`config.mk`:
```
export PLATFORM = sky130hd
export DESIGN_NAME = pipe_hazard_ctrl
export DESIGN_NICKNAME = d
export VERILOG_FILES = /design/src/rtl/pipe_ctrl_pkg.sv /design/src/rtl/pipe_fwd_unit.sv /design/src/rtl/pipe_hazard_ctrl.sv
export SDC_FILE = /design/constraint.sdc
export NUM_CORES = 1
export LEC_CHECK = 0
export ABC_AREA = 1
export CORE_MARGIN = 8
export CORE_UTILIZATION = 35
export DETAILED_ROUTE_END_ITERATION = 7
export DONT_BUFFER_PORTS = 1
export MAX_ROUTING_LAYER = met4
export PLACE_DENSITY = 0.48
export REMOVE_ABC_BUFFERS = 1
export SYNTH_ARGS = -nofsm -noshare
export SYNTH_HDL_FRONTEND = slang
export SYNTH_SLANG_ARGS = --single-unit
```
`constraint.sdc`:
```
create_clock -name clk -period 2.34 [get_ports clk]
set_input_delay 0 -clock clk [delete_from_list [all_inputs] [get_ports clk]]
set_output_delay 0 -clock clk [all_outputs]
set_load 0.02 [all_outputs]
```
`src/rtl/pipe_ctrl_pkg.sv`:
```
// rtl/pipe_ctrl_pkg.sv - shared hazard-controller state encoding and PC mux selects
package pipe_ctrl_pkg;

  // Hazard controller FSM states
  typedef enum logic [1:0] {
    RUN       = 2'b00,
    TRAP_HOLD = 2'b01,
    MRET_HOLD = 2'b10
  } hz_state_e;

  // PC mux selects, also decoded by the PC mux in Fetch
  localparam logic [1:0] PC_SEL_PC4    = 2'b00;
  localparam logic [1:0] PC_SEL_BRANCH = 2'b01;
  localparam logic [1:0] PC_SEL_MTVEC  = 2'b10;
  localparam logic [1:0] PC_SEL_MEPC   = 2'b11;

  // True when a writing instruction's destination matches a consumer source.
  // x0 never matches because its value is hard-wired.
  function automatic logic reg_match(input logic       wr_en,
                                     input logic [4:0] rd,
                                     input logic [4:0] rs);
    return wr_en && (rd != 5'd0) && (rd == rs);
  endfunction

endpackage

```
`src/rtl/pipe_fwd_unit.sv`:
```
// rtl/pipe_fwd_unit.sv - MemWriteback-to-Execute operand forwarding comparators
module pipe_fwd_unit
  import pipe_ctrl_pkg::*;
(
  input  logic [4:0] rs1_E,
  input  logic [4:0] rs2_E,
  input  logic [4:0] rd_MW,
  input  logic       reg_wr_MW,
  output logic       fwd_a,
  output logic       fwd_b
);

  // Purely combinational so forwarding stays correct in every FSM state
  always_comb begin
    fwd_a = reg_match(reg_wr_MW, rd_MW, rs1_E);
    fwd_b = reg_match(reg_wr_MW, rd_MW, rs2_E);
  end

endmodule

```
`src/rtl/pipe_hazard_ctrl.sv`:
```
// rtl/pipe_hazard_ctrl.sv - pipeline stall/flush/PC-select control with trap and mret holds
module pipe_hazard_ctrl
  import pipe_ctrl_pkg::*;
#(
  parameter int CNT_W = 16
) (
  input  logic             clk,
  input  logic             reset,
  input  logic [4:0]       rs1_D,
  input  logic [4:0]       rs2_D,
  input  logic [4:0]       rs1_E,
  input  logic [4:0]       rs2_E,
  input  logic [4:0]       rd_E,
  input  logic             rd_en_E,
  input  logic [4:0]       rd_MW,
  input  logic             reg_wr_MW,
  input  logic             br_taken_E,
  input  logic             irq_pending,
  input  logic             is_mret_MW,
  output logic             stall_F,
  output logic             stall_D,
  output logic             flush_D,
  output logic             flush_E,
  output logic             fwd_a,
  output logic             fwd_b,
  output logic [1:0]       pc_sel,
  output logic             trap_take,
  output logic [CNT_W-1:0] stall_cnt
);

  localparam logic [CNT_W-1:0] CNT_MAX = {CNT_W{1'b1}};
  localparam logic [CNT_W-1:0] CNT_ONE = {{(CNT_W-1){1'b0}}, 1'b1};

  hz_state_e        state_q, state_d;
  logic [CNT_W-1:0] stall_cnt_q, stall_cnt_d;
  logic             load_use;

  pipe_fwd_unit u_fwd (
    .rs1_E     (rs1_E),
    .rs2_E     (rs2_E),
    .rd_MW     (rd_MW),
    .reg_wr_MW (reg_wr_MW),
    .fwd_a     (fwd_a),
    .fwd_b     (fwd_b)
  );

  // Load in Execute feeding a source of the instruction in Decode
  always_comb begin
    load_use = reg_match(rd_en_E, rd_E, rs1_D) || reg_match(rd_en_E, rd_E, rs2_D);
  end

  // Next state and control outputs; one action per cycle, mret > branch > irq > load-use
  always_comb begin
    state_d     = state_q;
    stall_cnt_d = stall_cnt_q;
    stall_F     = 1'b0;
    stall_D     = 1'b0;
    flush_D     = 1'b0;
    flush_E     = 1'b0;
    pc_sel      = PC_SEL_PC4;
    trap_take   = 1'b0;
    if (reset) begin
      // Reset overrides everything, including an in-progress hold
      state_d     = RUN;
      stall_cnt_d = '0;
    end else begin
      unique case (state_q)
        RUN: begin
          if (is_mret_MW) begin
            pc_sel  = PC_SEL_MEPC;
            flush_D = 1'b1;
            flush_E = 1'b1;
            state_d = MRET_HOLD;
          end else if (br_taken_E) begin
            pc_sel  = PC_SEL_BRANCH;
            flush_D = 1'b1;
            flush_E = 1'b1;
          end else if (irq_pending) begin
            trap_take = 1'b1;
            pc_sel    = PC_SEL_MTVEC;
            flush_D   = 1'b1;
            flush_E   = 1'b1;
            state_d   = TRAP_HOLD;
          end else if (load_use) begin
            stall_F = 1'b1;
            stall_D = 1'b1;
            flush_E = 1'b1;
            if (stall_cnt_q != CNT_MAX) begin
              stall_cnt_d = stall_cnt_q + CNT_ONE;
            end
          end
        end
        TRAP_HOLD, MRET_HOLD: begin
          // Instructions behind the redirect are squashed; their hazards do not count
          flush_D = 1'b1;
          flush_E = 1'b1;
          state_d = RUN;
        end
        default: begin
          state_d = RUN;
        end
      endcase
    end
  end

  // State and stall counter registers
  always_ff @(posedge clk) begin
    state_q     <= state_d;
    stall_cnt_q <= stall_cnt_d;
  end

  assign stall_cnt = stall_cnt_q;

endmodule

```
; ---- Yosys cells after proc, flatten, opt, wreduce, memory -nomap -nowiden
; Cells that the tools add are included.
[op_classes]
n_eq_ne = 8
n_mux = 28
reduce_logical = 17
bitwise = 4
addsub = 1
[op_table]
columns = operator, n
row1 = $eq A5 B5 Y1, 4
row2 = $mux W1, 18
row3 = $add A16 B1 Y16 const B, 1
row4 = $mux W2, 8
row5 = $ne A16 B16 Y1 const B, 1
row6 = $reduce_bool A5 Y1, 2
row7 = $logic_and A1 B1 Y1, 6
row8 = $reduce_and A6 Y1, 1
row9 = $not A1 Y1, 4
row10 = $pmux W1 S2, 2
row11 = $reduce_and A2 Y1, 2
row12 = $reduce_or A2 Y1, 2
row13 = $reduce_or A3 Y1, 1
row14 = $eq A2 B1 Y1 const B, 1
row15 = $eq A2 B2 Y1 const B, 1
row16 = $logic_not A2 Y1, 1
row17 = $ne A2 B1 Y1 const B, 1
row18 = $reduce_bool A2 Y1, 1
row19 = $logic_or A1 B1 Y1, 1
[totals]
elab_cells = 61
register_bits = 18
output_inout_bits = 25

; ---- Logic depth before layout (Yosys ltp)
; Gate-level depths: netlist of the first run.
[logic_depth]
ltp_word = 10
ltp_mapped = 11

; ---- By module
; Synthesis of the first run repeated with hierarchy kept, for this count alone.
[unflattened]
cells_unflattened = 286
area_unflattened_um2 = 1634.1
[by_module_without_submodules]
columns = module, seq_area_each_um2, cells_per_inst, n_inst, area_each_um2
row1 = pipe_hazard_ctrl, 360.3, 237, 1, 1435.1
row2 = pipe_fwd_unit, 0.0, 49, 1, 198.9

; ---- Worst setup path before layout of the first run
; OpenSTA, ideal clock, no wires.
[synth_path]
path_type = register -> register
start = register stall_cnt_q[0], in the netlist stall_cnt[0]
end = register stall_cnt_q[13], in the netlist stall_cnt[13]
setup_slack_ns = 0.614
synth_period_minus_slack_ns = 1.726
arrival_ns = 1.655
required_ns = 2.269
setup_ns = 0.071
path_stages_with_launch = 11
cell_sequence = dfxtp_1 > ha_1 > nand2_2 > nor2_4 > nand2_2 > nor2_4 > nor2_4 > nand4_4 > buf_12 > nand2_2 > a21oi_2
[synth_between]
elab_chain_cells = 2
[synth_lines]
columns = element, line
row1 = "start, declared", pipe_hazard_ctrl.sv:35  ; logic [CNT_W-1:0] stall_cnt_q, stall_cnt_d;
row2 = "start signal, assigned", pipe_hazard_ctrl.sv:109  ; stall_cnt_q <= stall_cnt_d;
row3 = branches (longest 2 deep; another with $add A16 B1 Y16), -
; Several ways; the timed one is not identified.
; A chain may end at the register's enable or synchronous reset.

; ---- Final worst setup path of the first run
[layout_path]
start = input reset
end = output flush_E
[layout_between]
elab_chain_cells = 1
[layout_lines]
columns = element, line
row1 = "start, declared", pipe_hazard_ctrl.sv:8  ; input logic reset,
row2 = $mux W1, pipe_hazard_ctrl.sv:62  ; if (reset) begin
row3 = "end, declared", pipe_hazard_ctrl.sv:23  ; output logic flush_E,
; Every way passes these cells.

==> results summary, run 1 <==
The design internal power came out at 500 uW. The die extent in y came out at 84.1 um. The data arrival time at the worst-slack endpoint is 1.93 ns.

After detailed routing, the total wire length is 4430 um. In this run the clock root is driven by a sky130_fd_sc_hd__clkbuf_8. After routing, the total negative slack on setup checks comes to 0 ns. The number of hold violations in the final report came out at 0. The sort of element at the end of the critical path is an output pin. The latest clock arrival within the worst-skew pair came out at 0.26 ns. The number of max-cap violations is 0. Of the available clock period, the critical path in the final layout requires 0.826. The total area inside the core boundary comes to 4410 um2. The run finished with clean final reports.

By area the synthesized netlist is led by sky130_fd_sc_hd__dfxtp_1 (22%), sky130_fd_sc_hd__nand2_1 (16%), sky130_fd_sc_hd__xnor2_1 (7.6%), sky130_fd_sc_hd__nand4_1 (7.3%), sky130_fd_sc_hd__inv_1 (6.9%). The detailed router finished its first iteration with 60 violations. The number of placed I/O pins came out at 62. The clock sink total came out at 18. The count of antenna diodes in the layout came out at 0. The floorplan step defined a die boundary enclosing 7080 um2. The signal on the critical path passes through dlygate4sd3_1 -> nor2_1 -> inv_1 -> nor2_1 -> a21boi_0 -> nand2_1. Once detailed placement completed, the half-perimeter wirelength came to 3360 um. The number of remaining DRC errors is 0.

The synthesis-to-layout area growth is 12.1%. The cell count after placement came out at 311. Entering global routing, the biggest net connects 19 pins. Of the total power, combinational logic draws 0.172. Before antenna repair, the detailed router went through 4 iterations. In this design, the critical path's most frequently occurring cell is sky130_fd_sc_hd__nor2_1.

The clock transition at the registers of the reported paths is 0.07 ns. Of the total power, the share spent switching nets is 0.284. The worst path setup slack after routing is 0.408 ns. The number of global-route vias before repair is 1503.

The total via count after detailed routing came out at 1578. Setup repair after global routing left no endpoint under its margin. The count of final setup violators is 0. Dividing total power by cell area gives a power density of 384 nW/um2. The number of synthesized register bits is 18. The cell count after synthesis came out at 253. The highest clock rate came out at 518 MHz. Ranked by instance count, the synthesized netlist is headed by sky130_fd_sc_hd__nand2_1 (69), sky130_fd_sc_hd__inv_1 (30), sky130_fd_sc_hd__nor2_1 (27). The all-layer global routing usage came out at 0.123. For this design the total switching power over the nets is 198 uW. The number of buffers created by CTS is 3. The post-CTS resize count came out at 0. The most common cell in the synthesized netlist is sky130_fd_sc_hd__nand2_1. The number of vias per cell after detailed routing is 4.96.

The number of nets in the final layout came out at 307. The number of buffers on the longest clock path came out at 2. The count of unique library cells instantiated by Yosys is 27. TritonCTS built the clock tree. The cell leakage power is 0.745 nW.

The number of antenna violations at the first check in global routing came out at 0. Along the worst path, the maximum fanout reaches 17. The total standard cell area after synthesis came out at 1620 um2. The minimum clock period after layout came out at 1.93 ns. OpenSTA, run right after detailed placement, puts the worst setup slack at 0.685 ns.

In the synthesized netlist the dominant register cell turns out to be sky130_fd_sc_hd__dfxtp_1. CTS built an H-tree with a depth of 1. STA classifies the critical path startpoint as a primary input. The min-delay analysis places its worst path in the category primary input to flop. The floorplan step set the die width to 84.1 um. Excluding fillers, the count of instances in the completed layout stands at 318. The highest-delay cell along the critical path is sky130_fd_sc_hd__dlygate4sd3_1. Routability-driven placement finished with a final weighted congestion of 0.794. The total overflow reported by the global router came out at 0. Of the post-synthesis cell area, the dominant cell type holds 0.222. The total count of max-transition violations in the final report came to 0. The per-instance average area after synthesis is 6.42 um2. The post-synthesis async set-or-reset flop share is 0. The starting density of the core is 0.368. On the worst path, the slowest cell contributes a delay of 1.11 ns.

The number of enable-type register cells in the synthesized netlist is 0. The sequential share of the synthesized area came out at 0.222. The data required time of the critical path came out at 2.34 ns.

The worst clock skew came out at 0.00419 ns. The quantity of I/O buffers inserted on ports is 0. In the final routed layout, each cell accounts on average for 13.9 um. The number of warnings reported in the yosys synthesis log is 0. The actual slew at the worst max-slew pin came out at 0.903 ns. The largest voltage drop on the vdd net is 0.168 mV. The clock share of power is 0.385. The count of nets left with antenna violations after detail routing is 0. The number of standard-cell rows in the floorplan came out at 24.

The wire length of the first global-routing pass is 7270 um. The sequential share of power is 0.443. Of the cells placed in the final design, the portion with a size suffix greater than 1 is 0.177.

Of all cell types, the one taking the most synthesized area is sky130_fd_sc_hd__dfxtp_1. The worst pin sits at a relative slew slack of 0.392. The classification of the worst setup path is primary input to output pin.
power by group through the flow:
stage / sequential, mW / combinational [mW] / clock (mW)
finish: 0.309 / 0.121 / 0.269
global route: 0.310 / 0.135 / 0.288
CTS: 0.309 / 0.123 / 0.277
detailed placement: 0.317 / 0.112 / 0
global placement: 0.317 / 0.111 / 0
floorplan: 0.317 / 0.0904 / 0
final cells by class:
type / count / area [um2]
Sequential cell: 18 / 360
Timing Repair Buffer: 16 / 128
Multi-Input combinational cell: 196 / 1090
Tap cell: 52 / 65.1
Fill cell: 494 / 2590
Inverter: 32 / 120
Clock buffer: 4 / 55.1
logic make-up after synthesis:
| group | Yosys count | share of synthesized area |
|---|---|---|
| simple gates | 147 | 0.430 |
| xor+xnor | 22 | 0.119 |
| buf+inv | 39 | 0.106 |
| compound gates | 24 | 0.101 |
| fa+ha+maj | 3 | 0.0231 |
| flops | 18 | 0.222 |
final timing paths:
| kind | start | end | slack (ns) | cells past startpoint |
|---|---|---|---|---|
| worst min register to register | state_q[1]$_SDFFE_PP0P_ | state_q[1]$_SDFFE_PP0P_ | 0.49 | 2 |
| worst max-delay path | reset | flush_E | 0.41 | 6 |
| worst max register to register | stall_cnt[6]$_SDFFE_PP0P_ | stall_cnt[2]$_SDFFE_PP0P_ | 0.66 | 8 |
| worst min-delay path | irq_pending | state_q[0]$_SDFFE_PP0P_ | 0.04 | 4 |
flip-flops by register name, indices dropped and copies added (netlist names):
signal	flops
stall_cnt	16
state_q	2
timing repair:
item | 4_1_cts | 5_1_grt
setup buffers | 0 | 0
endpoints found under the hold margin | 18 | 0
hold buffers | 3 | 0
endpoints found under the setup margin | 0 | 0
routing by layer:
layer  vias to the layer above  GRT usage  wire length (um)
met5                         -          -                 0
li1                        837          -                 -
met4                         0     0.0330                44
met1                       690      0.138              1960
met2                        46      0.198              2000
met3                         5     0.0488               419
metrics by stage:
stage | hold WS (ns) | utilization | total power, mW | instance area [um2]
after floorplan | 0.0624 | - | 0.407 | 1570
after global placement | 0.0668 | 0.393 | 0.427 | 1740
after detailed placement | 0.0668 | 0.393 | 0.428 | 1740
after CTS | 0.0339 | 0.412 | 0.709 | 1820
after global routing | 0.0780 | 0.412 | 0.733 | 1820
final | 0.0382 | 0.412 | 0.699 | 1820
worst max-delay path, delay by kind of cell:
family / cells / cell delay (ns)
buffers and inverters: 2 / 1.29
and+or+nand+nor: 3 / 0.43
AOI/OAI and AO/OA: 1 / 0.21
cells in the final DEF, fill, tap and decap left out, drive strengths merged, types with 4 or more instances in the layout:
master / count
nand2: 82
inv: 31
nor2: 31
nand4: 20
a21oi: 19
dfxtp: 18
xnor2: 14
buf: 13
nand3: 10
xor2: 8
clkbuf: 4
Power figures use the tool's default switching activity.
==> run 2: changes to the inputs <==
--- a/config.mk
+++ b/config.mk
@@ -5,13 +5,13 @@
 export SDC_FILE = /design/constraint.sdc
 export NUM_CORES = 1
 export LEC_CHECK = 0
-export ABC_AREA = 1
+export ABC_AREA = 0
 export CORE_MARGIN = 8
 export CORE_UTILIZATION = 35
 export DETAILED_ROUTE_END_ITERATION = 7
 export DONT_BUFFER_PORTS = 1
 export MAX_ROUTING_LAYER = met4
-export PLACE_DENSITY = 0.48
+export PLACE_DENSITY = 0.5
 export REMOVE_ABC_BUFFERS = 1
 export SYNTH_ARGS = -nofsm -noshare
 export SYNTH_HDL_FRONTEND = slang
==> constraint.sdc (replaced) <==
create_clock -name clk -period 1.7 [get_ports clk]
set_input_delay 0 -clock clk [delete_from_list [all_inputs] [get_ports clk]]
set_output_delay 0 -clock clk [all_outputs]
set_load 0.02 [all_outputs]
==> results summary, run 2 <==
Measured against its own limit, the worst slew margin works out to 0.553. The clock share of power came out at 0.316. In this run the number of H-tree levels came out at 1.

The most common cell after layout, fill and taps aside is sky130_fd_sc_hd__buf_4. The clock tree from TritonCTS is done. The count of mapped cells out of synthesis is 153. The number of vias per cell after detailed routing came out at 5.16. The worst min-delay path startpoint is reset.

The number of nets in the final layout came out at 235. The proportion of total power due to net switching came out at 0.257. In this run the power spent charging and discharging nets is 218 uW. The ratio of total power to cell area came out at 480 nW/um2.

The count of antenna diodes in the layout came out at 0. After routing the design area is 1770 um2. The actual slew at the worst max-slew pin is 0.668 ns. sky130_fd_sc_hd__dfxtp_1 is the most common cell in the netlist. The post-detailed-route wirelength per cell is 15.9 um. The number of remaining DRC errors came out at 0. The total overflow reported by the global router is 0. The sequential share of power came out at 0.502. The half-perimeter wire length after detailed placement is 2780 um.

The starting density of the core came out at 0.369. The worst register-to-register path begins at stall_cnt[6]$_SDFFE_PP0P_. Adding up every negative setup slack in the final design gives -1.51 ns. The die width is 75.8 um. After synthesis the cells add up to 1250 um2. The flop-to-flop setup slack is -0.17 ns. The routed wire length came out at 3820 um. The total area inside the core boundary comes to 3390 um2. The cell sitting at the root of the clock tree is a sky130_fd_sc_hd__clkbuf_4. The largest voltage drop on the vdd net came out at 0.512 mV. Detailed routing inserted a total of 1238 vias. The checks that failed: negative setup slack. The number of enable-type register cells in the synthesized netlist came out at 0. After layout, the worst setup slack is -0.171 ns.

The combinational group share of total power is 0.182. Buffers placed on the I/O ports in this run total 0. The slowest stage of the critical path is the sky130_fd_sc_hd__mux2_2 cell. The count of unique library cells instantiated by Yosys is 38. The share of synthesized area in the top cell type comes to 0.288. The run finished, with violations left. The class of the most critical hold timing path is primary input to flop. The number of synthesized register bits came out at 18. The per-instance average area after synthesis is 8.18 um2. The placement-stage cell area is 1520 um2. For this run, the leading register cell type out of synthesis is sky130_fd_sc_hd__dfxtp_1.

Measured in cells, the most critical reg-to-reg path has a length of 7. The number of max-cap violations came out at 0. The capturing point of the worst reg2reg path is stall_cnt[12]$_SDFFE_PP0P_. The library cells used most frequently in the layout, excluding fill and tap cells, are sky130_fd_sc_hd__buf_4 (32), sky130_fd_sc_hd__nor2_1 (17), sky130_fd_sc_hd__xnor2_1 (16). Across all hold checks on the routed design, the worst slack comes to 0.0178 ns.

Traced cell by cell, the critical path runs through and4_4 -> and3_4 -> a211oi_4 -> buf_6 -> nand2_4 -> nor4_2 -> mux2_2. The worst hold path cell count is 3. The first detailed-routing pass took 4 iterations. The data required time of the critical path is 1.90 ns. The largest fanout on the critical path is 5. The worst setup path is launched from a flop.

Clock latency on the worst-skew pair, taken at its later pin, is 0.30 ns. The data arrival time at the worst-slack endpoint came out at 2.07 ns. The worst setup slack after placement came out at -0.244 ns. STA classifies the critical path endpoint as a flop.

In the synthesized netlist the async set-or-reset flop fraction comes to 0. For hold timing, the worst endpoint is stall_cnt[3]$_SDFFE_PP0P_. The sequential share of the synthesized area is 0.288.

The count of final setup violators is 16. The number of global-route vias before repair is 1228. Entering global routing, the biggest net connects 19 pins. Ranked by total cell area, the synthesized netlist is headed by sky130_fd_sc_hd__dfxtp_1 (29%), sky130_fd_sc_hd__xnor2_1 (12%), sky130_fd_sc_hd__xor2_1 (6.3%), sky130_fd_sc_hd__nand3_1 (5.2%), sky130_fd_sc_hd__nor2_1 (5.1%). During I/O placement, the number of pins put on the boundary was 62.

Clock-pin slew was measured on the worst setup and hold paths at 0.11 ns. The number of hold violations in the final report came out at 0. Of the available clock period, the critical path in the final layout requires 1.10.

The die extent in y is 75.8 um. After the first detailed-routing iteration, the DRC count stood at 63. Summing internal, switching and leakage power gives 850 uW.

The number of standard-cell rows in the floorplan came out at 21. The largest single stage delay on the critical path is 0.35 ns. The number of antenna violations at the first check in global routing was 0. The commonest cells after synthesis are sky130_fd_sc_hd__dfxtp_1 (18), sky130_fd_sc_hd__nor2_1 (17), sky130_fd_sc_hd__xnor2_1 (17). The flip-flop count of the largest register, all copies and words added is 16. The all-layer global routing usage is 0.131. The cell leakage power is 0.670 nW. The minimum clock period after layout came out at 1.87 ns.

The cell accounting for the most synthesized area is sky130_fd_sc_hd__dfxtp_1. The wire length of the first global-routing pass came out at 5730 um. The number of buffers created by CTS came out at 3. The synthesis-to-layout area growth came out at 41.7%. The fraction of layout instances using a drive strength above 1 is 0.376. The die outline area came out at 5740 um2. The worst setup path is of the flop to flop kind. Internal power comes to 632 uW. The clock sink total came out at 18. Setup repair after global routing could not meet its margin everywhere. The longest clock path from root to sink contains 2 buffers.

The worst clock skew is 0.00444 ns. The highest clock rate is 535 MHz. The number of warnings reported in the yosys synthesis log came out at 0. The total count of max-transition violations in the final report came out at 0. Once detail routing completed, the nets flagged for antenna violations numbered 0. At the end of routability-driven placement, the weighted congestion stood at 0.915.
-- run 2: changes by cell type in the layout (fill, tap and decap cells not counted), moves of 5 or more --
cell / before / now
sky130_fd_sc_hd__a21oi_2: 10 / 1
sky130_fd_sc_hd__nand4_1: 19 / 5
sky130_fd_sc_hd__nor2_1: 27 / 17
sky130_fd_sc_hd__nand2_1: 69 / 9
sky130_fd_sc_hd__dfxtp_1: 18 / 13
sky130_fd_sc_hd__buf_4: 13 / 32
sky130_fd_sc_hd__inv_1: 30 / 4
sky130_fd_sc_hd__nand2_2: 13 / 1
sky130_fd_sc_hd__or4_1: 0 / 5
sky130_fd_sc_hd__dfxtp_2: 0 / 5
-- run 2: through the flow --
step	utilization	cells
finish	0.523	240
detailed placement	0.449	227
CTS	0.488	236
global placement	0.449	227
floorplan	-	149
global route	0.523	240
-- run 2: what timing repair did --
action | CTS | global route
gates cloned | 0 | 1
gates resized for setup | 13 | 19
pin swaps | 4 | 5
setup endpoints to repair | 17 | 19
hold endpoints to repair | 18 | 1
buffers inserted | 1 | 2
hold buffers | 4 | 1
-- run 2: final cells by class --
| cell class | instances | area (um2) |
|---|---|---|
| fill | 325 | 1620 |
| timing repair buffer | 40 | 324 |
| multi-input combinational | 126 | 966 |
| tap | 46 | 57.6 |
| sequential | 18 | 367 |
| inverter | 6 | 22.5 |
| clock buffer | 4 | 36.3 |
-- run 2: worst max path at each step --
stage                                 end                 startpoint  cells after the start
2_1_floorplan  stall_cnt[12]$_SDFFE_PP0P_  stall_cnt[0]$_SDFFE_PP0P_                      7
3_3_place_gp   stall_cnt[12]$_SDFFE_PP0P_  stall_cnt[0]$_SDFFE_PP0P_                      7
3_5_place_dp   stall_cnt[12]$_SDFFE_PP0P_  stall_cnt[0]$_SDFFE_PP0P_                      7
4_1_cts        stall_cnt[15]$_SDFFE_PP0P_  stall_cnt[6]$_SDFFE_PP0P_                      7
5_1_grt        stall_cnt[12]$_SDFFE_PP0P_  stall_cnt[6]$_SDFFE_PP0P_                      7
6_report       stall_cnt[12]$_SDFFE_PP0P_  stall_cnt[6]$_SDFFE_PP0P_                      7
-- run 2: worst max-delay path: cells and delay by family (launching register included) --
family,cells,cell delay [ns]
flops,1,0.34
buf+inv,1,0.16
simple gates,4,0.65
mux,1,0.35
compound gates,1,0.27
-- run 2: logic make-up (layout without fill, tap and decap cells) --
family                     count (synthesis)  in the layout  share of synthesized area
adders and majority gates                  3              3                     0.0300
muxes                                      3              3                     0.0260
buffers and inverters                     10             50                     0.0390
AOI/OAI and AO/OA                         21             21                      0.121
xor gates and xnor gates                  26             26                      0.182
and+or+nand+nor                           72             73                      0.314
DFF                                       18             18                      0.288
-- run 2: power groups by stage --
stage               clock [mW]  combinational (mW)  sequential, mW
floorplan                    0              0.0969           0.436
global placement             0               0.122           0.435
detailed placement           0               0.124           0.435
CTS                      0.279               0.141           0.426
global route             0.298               0.171           0.428
finish                   0.269               0.155           0.427
-- run 2: per-layer routing --
metal / part of all wire / wire length [um] / up-vias / global-route usage
li1: - / - / 624 / -
met1: 0.41 / 1550 / 571 / 0.140
met2: 0.49 / 1880 / 41 / 0.225
met3: 0.098 / 376 / 2 / 0.0526
met4: 0.0034 / 13 / 0 / 0.0171
met5: 0 / 0 / - / -
==> run 3: changes to the inputs <==
==> constraint.sdc (replaced) <==
create_clock -name clk -period 1.52 [get_ports clk]
set_input_delay 0 -clock clk [delete_from_list [all_inputs] [get_ports clk]]
set_output_delay 0 -clock clk [all_outputs]
set_load 0.02 [all_outputs]
==> results summary, run 3 (synthesis gave the netlist of run 2 again) <==
In the global route stage, met1 resource usage came out at 0.143. The number of cells on the worst reg-to-reg path is 8. In the global route stage, met2 resource usage came out at 0.284. For this block, the initial DRC count from the detailed router was 89. The global routing's busiest layer is met2. After detailed routing, the total wire length is 4240 um. The number of clock buffers added by TritonCTS is 3. Entering global routing, the biggest net connects 20 pins. The count of final setup violators came out at 16. The startpoint type of the worst setup path is a flop. The design draws 991 uW. The number of vias per cell after detailed routing came out at 5.18.

The detail route stage leaves a number of antenna-violating nets equal to 0. Among all stages on the critical path, the largest delay is contributed by sky130_fd_sc_hd__or4_4. The minimum clock period after layout is 1.89 ns.

The ratio of total power to cell area is 512 nW/um2. The finished layout holds 254 standard cells, fillers aside. The data required time of the critical path came out at 1.77 ns.

The initial utilization of the core area, before any placement, comes to 0.369. In this run, placement finished with an instance count of 233. The worst hold path cell count came out at 3.

The half-perimeter wire length after detailed placement came out at 3010 um. The deepest level of the CTS H-tree came out at 1. The all-layer global routing usage came out at 0.149. The core area is 3390 um2. The clock transition at the registers of the reported paths came out at 0.11 ns.

The met3 demand-to-capacity share in global routing came out at 0.0539. The flip-flop count of the largest register, all copies and words added is 16. The class of the most critical hold timing path is primary input to flop. The worst setup path is of the flop to flop kind. The first global-routing pass estimated 6500 um of wire. Setup repair after global routing could not meet its margin everywhere. The library cell used as clock root buffer is sky130_fd_sc_hd__clkbuf_4. The signal on the critical path passes through inv_2 -> ha_4 -> nand3b_1 -> a211oi_4 -> buf_4 -> nand2_2 -> or4_4 -> nand2_1. The total overflow reported by the global router is 0. The critical path's largest stage delay came out at 0.50 ns. The actual slew at the worst max-slew pin is 0.738 ns. The clock sink total came out at 18. In the final routed layout, each cell accounts on average for 16.7 um. Among cell families on the critical path, the largest total delay comes from simple AND/OR/NAND/NOR gates. The flow ran to the end, but the final reports show violations.

The number of cells on the critical path came out at 8. The final worst-path cycle share came out at 1.24. Leaving out fill and tap cells, the most frequent cell in the layout is sky130_fd_sc_hd__buf_4. The die width is 75.8 um. Of the cells placed in the final design, the portion with a size suffix greater than 1 is 0.457. The clock reaches the later pin of the worst-skew pair after 0.30 ns.

Summed over all cells, the static leakage comes to 0.737 nW. The largest voltage drop on the vdd net came out at 0.555 mV. The number of antenna violations at the first check in global routing came to 0. The total count of max-transition violations in the final report came out at 0. The worst clock skew is 0.00132 ns. The count of buffers added on input and output ports is 0. In the layout the commonest cells are sky130_fd_sc_hd__buf_4 (45), sky130_fd_sc_hd__xnor2_1 (16), sky130_fd_sc_hd__nor2_1 (14). The number of global-route vias before repair was 1450. The detailed-router iteration count before antenna repair is 4. The number of remaining DRC errors is 0. The die extent in y came out at 75.8 um. The number of max-cap violations is 0. The number of placed I/O pins is 62.

The count of antenna diodes in the layout came out at 0. Together, buffers and inverters on the worst path number 2. The worst setup path is captured at a flop. Setup slack on the critical path of the routed design comes to -0.369 ns. The largest fanout on the critical path is 5. The number of buffers on the longest clock path is 2. The number of nets in the final layout came out at 249.

The checks that failed: negative setup slack. The number of hold violations in the final report is 0. The headroom to the max-slew limit came out at 0.508. The total via count after detailed routing came out at 1315. The floorplan has 21 rows. The data arrival time at the worst-slack endpoint came out at 2.14 ns. TritonCTS built the clock tree. The die outline area came out at 5740 um2. Timing would allow up to 529 MHz. The synthesis-to-layout area growth is 54.7%. Routability-driven placement finished with a final weighted congestion of 0.872.
-- run 3: worst paths after layout --
check / start / to / slack [ns]
setup / recovery: state_q[0]$_SDFFE_PP0P_ / stall_cnt[3]$_SDFFE_PP0P_ / -0.37
hold / removal: br_taken_E / state_q[1]$_SDFFE_PP0P_ / 0.005
hold reg to reg: state_q[0]$_SDFFE_PP0P_ / state_q[0]$_SDFFE_PP0P_ / 0.60
setup reg to reg: state_q[0]$_SDFFE_PP0P_ / stall_cnt[3]$_SDFFE_PP0P_ / -0.37
-- run 3: tightest hold or removal path: stages --
cell and delay (ns):
sky130_fd_sc_hd__nand2b_1 0.12, sky130_fd_sc_hd__a21oi_1 0.08, sky130_fd_sc_hd__nor2_1 0.07
-- run 3: power breakdown --
part	internal, mW	switching [mW]	total (mW)
Sequential	0.475	0.00210	0.477
Combinational	0.109	0.101	0.211
Clock	0.146	0.157	0.303
Total	0.731	0.260	0.991
-- run 3: timing repair --
item                                    CTS  global route
resized for setup                        27            20
buffers inserted                          8             4
endpoints found under the setup margin   20            22
cloned                                    1             0
hold buffers                              4             0
pin swaps                                13            15
hold endpoints to repair                 18             0
-- run 3: final cells by class --
class / count / area, um2
repair buffers: 54 / 437
well taps: 46 / 57.6
clock buffers: 4 / 36.3
flip-flops and latches: 18 / 367
multi-input cells: 126 / 1020
inverters: 6 / 22.5
fillers: 317 / 1450
-- run 3: routing by layer --
layer | share of wire | vias to the layer above
met2 | 0.54 | 41
met1 | 0.36 | 617
li1 | - | 655
met3 | 0.10 | 2
met4 | 0.0031 | 0
met5 | 0 | -
-- run 3: stage by stage --
| step | hold WS (ns) | TNS (ns) | setup slack (ns) | area (um2) | util |
|---|---|---|---|---|---|
| after floorplan | 0.0691 | -7.52 | -0.611 | 1220 | - |
| after CTS | 0.000809 | -4.30 | -0.338 | 1820 | 0.536 |
| after detailed placement | 0.0755 | -5.52 | -0.428 | 1570 | 0.463 |
| after global routing | 0.0232 | -6.26 | -0.484 | 1940 | 0.571 |
| after global placement | 0.0733 | -3.92 | -0.324 | 1570 | 0.463 |
| final | 0.00467 | -4.43 | -0.369 | 1940 | 0.571 |
